**config.mk**
```make
export PLATFORM = sky130hd
export DESIGN_NAME = prco_decode_stage
export DESIGN_NICKNAME = d
export VERILOG_FILES = /design/src/rtl/prco_decode_stage.sv
export SDC_FILE = /design/constraint.sdc
export NUM_CORES = 1
export LEC_CHECK = 0
export ABC_CLOCK_PERIOD_IN_PS = 1700
export CAP_MARGIN = 0
export CORE_MARGIN = 2
export CORE_UTILIZATION = 44
export DETAILED_ROUTE_END_ITERATION = 16
export PLACE_DENSITY = 0.77
export SYNTH_ARGS = -nofsm -noshare
export SYNTH_HDL_FRONTEND = slang
export SYNTH_SLANG_ARGS = --single-unit
```
**constraint.sdc**
```tcl
create_clock -name i_clk -period 1.7 [get_ports i_clk]
set_input_delay 0.34 -clock i_clk [delete_from_list [all_inputs] [get_ports i_clk]]
set_output_delay 0.34 -clock i_clk [all_outputs]
set_load 0.01 [all_outputs]
```
**src/rtl/prco_decode_stage.sv**
```systemverilog
// Handshaked PRCO instruction decoder: valid/ready in, registered decode bundle out.
// Define PRCO_DEC_SKID_EN to add a one-entry skid register and a flopped q_ready.
module prco_decode_stage #(
    parameter int DATA_W = 16,
    parameter int CNT_W  = 8
) (
    input  logic              i_clk,
    input  logic              i_rst_n,
    input  logic              i_valid,
    output logic              q_ready,
    input  logic [15:0]       i_instr,
    output logic              q_valid,
    input  logic              i_ready,
    output logic [4:0]        q_op,
    output logic [2:0]        q_seld,
    output logic [2:0]        q_sela,
    output logic [DATA_W-1:0] q_imm,
    output logic              q_reg_we,
    output logic              q_mem_we,
    output logic              q_flags_we,
    output logic              q_branch,
    output logic              q_illegal,
    output logic [CNT_W-1:0]  q_illegal_cnt
);

    typedef enum logic [1:0] {
        ST_EMPTY,
        ST_ONE,
        ST_TWO
    } state_t;

    typedef struct packed {
        logic [4:0]        op;
        logic [2:0]        seld;
        logic [2:0]        sela;
        logic [DATA_W-1:0] imm;
        logic              reg_we;
        logic              mem_we;
        logic              flags_we;
        logic              branch;
        logic              illegal;
    } bundle_t;

    // Fill-then-overwrite keeps the extension valid down to DATA_W = 8.
    function automatic logic [DATA_W-1:0] sext8(input logic [7:0] v);
        logic [DATA_W-1:0] r;
        r      = {DATA_W{v[7]}};
        r[7:0] = v;
        return r;
    endfunction

    function automatic logic [DATA_W-1:0] zext8(input logic [7:0] v);
        logic [DATA_W-1:0] r;
        r      = '0;
        r[7:0] = v;
        return r;
    endfunction

    function automatic logic [DATA_W-1:0] sext5(input logic [4:0] v);
        logic [DATA_W-1:0] r;
        r      = {DATA_W{v[4]}};
        r[4:0] = v;
        return r;
    endfunction

    function automatic bundle_t decode(input logic [15:0] instr);
        bundle_t d;
        d      = '0;
        d.op   = instr[15:11];
        d.seld = instr[10:8];
        d.sela = instr[7:5];
        case (instr[15:11])
            5'h00: ;
            5'h01: begin d.reg_we = 1'b1; d.imm = zext8(instr[7:0]); end
            5'h02, 5'h03, 5'h04: d.reg_we = 1'b1;
            5'h05: d.flags_we = 1'b1;
            5'h06: begin d.reg_we = 1'b1; d.imm = sext5(instr[4:0]); end
            5'h07: begin d.mem_we = 1'b1; d.imm = sext5(instr[4:0]); end
            5'h08: begin d.branch = 1'b1; d.imm = sext8(instr[7:0]); end
            default: d.illegal = 1'b1;
        endcase
        return d;
    endfunction

    state_t           state_q, state_d;
    bundle_t          main_q;
    bundle_t          dec_in;
    logic [CNT_W-1:0] cnt_q;
    logic             accept, drain, load_main;
`ifdef PRCO_DEC_SKID_EN
    bundle_t          skid_q;
    logic             ready_q;
    logic             load_skid, main_from_skid;
`endif

    assign dec_in  = decode(i_instr);
    assign q_valid = (state_q != ST_EMPTY);
`ifdef PRCO_DEC_SKID_EN
    assign q_ready = ready_q && i_rst_n;
`else
    assign q_ready = i_rst_n && (!q_valid || i_ready);
`endif
    assign accept  = i_valid && q_ready;
    assign drain   = q_valid && i_ready;

    // NOTE: every always_comb output gets a default first so no latch is inferred.
    always_comb begin
        state_d   = state_q;
        load_main = 1'b0;
`ifdef PRCO_DEC_SKID_EN
        load_skid      = 1'b0;
        main_from_skid = 1'b0;
`endif
        case (state_q)
            ST_EMPTY: if (accept) begin
                load_main = 1'b1;
                state_d   = ST_ONE;
            end
            ST_ONE: begin
`ifdef PRCO_DEC_SKID_EN
                if (accept && !drain) begin
                    load_skid = 1'b1;
                    state_d   = ST_TWO;
                end else
`endif
                if (accept) load_main = 1'b1;
                else if (drain) state_d = ST_EMPTY;
            end
`ifdef PRCO_DEC_SKID_EN
            ST_TWO: if (drain) begin
                main_from_skid = 1'b1;
                state_d        = ST_ONE;
            end
`endif
            default: state_d = ST_EMPTY;
        endcase
    end

    // NOTE: sequential state uses nonblocking assignments so all flops update together.
    always_ff @(posedge i_clk) begin
        if (!i_rst_n) begin
            state_q <= ST_EMPTY;
            main_q  <= '0;
            cnt_q   <= '0;
`ifdef PRCO_DEC_SKID_EN
            skid_q  <= '0;
            ready_q <= 1'b1;
`endif
        end else begin
            state_q <= state_d;
            if (load_main) main_q <= dec_in;
`ifdef PRCO_DEC_SKID_EN
            else if (main_from_skid) main_q <= skid_q;
            if (load_skid) skid_q <= dec_in;
            ready_q <= (state_d != ST_TWO);
`endif
            if (accept && dec_in.illegal && cnt_q != '1)
                cnt_q <= cnt_q + CNT_W'(1);
        end
    end

    assign q_op          = main_q.op;
    assign q_seld        = main_q.seld;
    assign q_sela        = main_q.sela;
    assign q_imm         = main_q.imm;
    assign q_reg_we      = main_q.reg_we;
    assign q_mem_we      = main_q.mem_we;
    assign q_flags_we    = main_q.flags_we;
    assign q_branch      = main_q.branch;
    assign q_illegal     = main_q.illegal;
    assign q_illegal_cnt = cnt_q;

endmodule

```
==> impl_metrics.toml <==
[detailed_routing]
wl_met2_mm = 1.658
vias = 1471
dr.pass1.iters = 4
drt-met1-wl_mm = 1.746
met3_length_um = 229
top_layer_used = "met4"
via_per_inst = 4.936
wl_per_cell_um = 12.41
drt_iter0_markers = 43
wirelength_mm = 3.699
drc_errors = 0
ant_nets = 0

[synthesis]
avgSynthCellArea_um2 = 9.217
ys_seq_elements = 34
synth.distinct_cells = 41
postSynthNetCount = 201
synth_area_um2 = 1659
syn_inst = 180
ys.flop_type = "dfxtp_1"
ys_seq_area_frac = 0.4103
synth_edf_count = 0
ys_warn_count = 0
async_reset_ff_frac = 0

[die]
die-area_um2 = 4278
die_x_um = 65.41
start_util = 0.4566
die_h_um = 65.41
pin_count = 62
rows = 22
core-area_um2 = 3633

[clock_tree]
cts_buffers = 5
cts_tree = "yes"
cts_max_level = 2
clockRootBuffer = "clkbuf_8"
path_clk_slew_ns = 0.06
clk_latency_ns = 0.28
clock-sinks = 34
clk_path_buf_depth = 2

[worst_setup_path]
path_buf_inv = 2
rrSetupSlack_ns = 0.29
worstPathArrival_ns = 1.30
path_depth = 3
critical-path-top-delay-family = "buffers and inverters"
cp-start-kind = "primary input"
crit_end = "q_ready"
criticalPathCategory = "primary input to primary output"
rr_startpoint = "state_q[0]"
worstSetupStartpoint = "i_rst_n"
worstRegToRegCells = 6
slowest_delay_ns = 0.52
cp_cell_sequence = "clkdlybuf4s50_1, nor2b_1, clkdlybuf4s15_1"
endpoint_kind = "primary output"
crit_fanout = 4
cp_slowest_cell = "clkdlybuf4s50_1"
crit_required_ns = 1.36
r2r_end = "q_imm[14]"

[sta]
worst_clock_skew_ns = 0.001277
relSlewSlack = 0.7856
rsz0062_at_grt = "false"
hold-worst-slack_ns = 0.4531
hold_violations = 0
timing.fmax_mhz = 608.4
final_max_slew_viol_count = 0
worst_pin_slew_ns = 0.3193
period_share = 0.9669
setup_viol = 0
timing.final.crit_period_ns = 1.644

[placement]
portBuffers = 61
gp_congestion = 0.7503
dp.cells = 291
dpl.hpwl_mm = 2.663

[grt]
antenna_found_initial = 0
grt_overflow = 0
grt_pass1_wl_mm = 6.065
grt_pass1_vias = 1323
grt_max_degree = 20
grt_usage = 0.1864

[layout]
num_antenna_cells = 0
final_cell_mix = "clkdlybuf4s50_1 (60), nand2_1 (41), dfxtp_1 (33)"
area_growth_pct = 47.74
stdcell_count = 298
final_nets = 271
final_common_cell = "clkdlybuf4s50_1"
layout-drive-gt1-share = 0.1920

[power]
power_density_nw_per_um2 = 714.8
p_leak_nw = 0.9721
vdd.ir_drop.worst_mv = 0.5599

[run_status]
outcome = "finished clean"

[job]
drv_cap = 0

[hold_path]
min_path_type = "flop to flop"
==> layer usage <==
layer / vias to the layer above / track usage
met5: - / 0
met2: 46 / 0.2870
met4: 0 / 0.08594
li1: 756 / -
met1: 664 / 0.2369
met3: 5 / 0.05993
==> worst register-to-register path, stage by stage (launching register included) <==
cell and delay, ns:
dfxtp_1 0.31, nor2b_4 0.12, buf_4 0.15, or2_1 0.27, buf_12 0.17, a21oi_4 0.19, a21oi_2 0.07
==> repair_timing <==
action / 4_1_cts / 5_1_grt
buffers inserted: 0 / 0
gates resized for setup: 1 / 2
endpoints found under the setup margin: 1 / 9
endpoints found under the hold margin: 0 / 0
cloned: 0 / 0
hold buffers: 0 / 0
==> sequential cells by signal, indices dropped and copies added, names as in the netlist <==
name and flops:
q_illegal_cnt 8, q_seld 3, q_branch 1, q_sela 3
q_flags_we 1, state_q 1, q_mem_we 1, q_imm 9
q_illegal 1, q_op 5, q_reg_we 1
==> per-stage QoR <==
stage	TNS [ns]	area (um^2)	power, mW	worst slack (ns)	util
after floorplan	0	1659	1.037	0.2713	-
after global placement	-2.989	2374	1.215	-0.2452	0.6532
after detailed placement	-4.098	2374	1.219	-0.2622	0.6532
after CTS	0	2449	1.773	0.01256	0.6739
after global routing	0	2451	1.836	0.007367	0.6746
final	0	2451	1.752	0.05635	0.6746
==> worst min path at each step <==
stage / startpoint / endpoint / slack [ns] / depth (start not counted)
3_3_place_gp: q_sela[0] / q_sela[0] / 0.44 / 2
5_1_grt: q_op[2] / q_op[2] / 0.47 / 2
3_5_place_dp: q_op[2] / q_op[2] / 0.44 / 2
6_report: q_sela[0] / q_sela[0] / 0.45 / 2
4_1_cts: q_seld[1] / q_seld[1] / 0.46 / 2
2_1_floorplan: i_instr[12] / q_op[1] / 0.44 / 2
==> where the power goes <==
part           leakage [nW]  internal [mW]  switching [mW]
Sequential            0.278          0.833          0.0270
Combinational         0.656          0.195           0.146
Clock                0.0383          0.281           0.270
==> kinds of logic (layout without fill, tap and decap cells) <==
kind of cell / after synthesis / in the layout / synth area share
and+or+nand+nor: 93 / 93 / 0.3198
DFF: 34 / 34 / 0.4103
AOI/OAI and AO/OA: 25 / 25 / 0.1259
buffers and inverters: 19 / 89 / 0.08898
muxes: 7 / 7 / 0.04223
adders and majority gates: 1 / 1 / 0.007540
xor gates and xnor gates: 1 / 1 / 0.005280
==> synth_stat cells (all sizes together), types with 2 or more instances <==
library cell / instances / area share
and3: 4 / 0.015
mux2i: 7 / 0.042
nand4: 4 / 0.015
nand2: 41 / 0.093
o21ai: 5 / 0.017
a32oi: 5 / 0.026
nand3b: 2 / 0.011
nor3: 4 / 0.022
a21oi: 7 / 0.037
clkbuf: 3 / 0.0068
nand3: 19 / 0.084
nor2: 3 / 0.0098
nor2b: 11 / 0.046
dfxtp: 34 / 0.41
a21boi: 3 / 0.014
nand4b: 2 / 0.011
buf: 15 / 0.080
==> cell type report <==
cell class | instances | area, um^2
Tap cell | 48 | 60.06
Fill cell | 324 | 1182
Multi-Input combinational cell | 127 | 830.8
Inverter | 1 | 3.754
Timing Repair Buffer | 81 | 798.3
Clock buffer | 7 | 76.32
Sequential cell | 34 | 681.9
No activity file was read; power rests on OpenSTA's default activity.
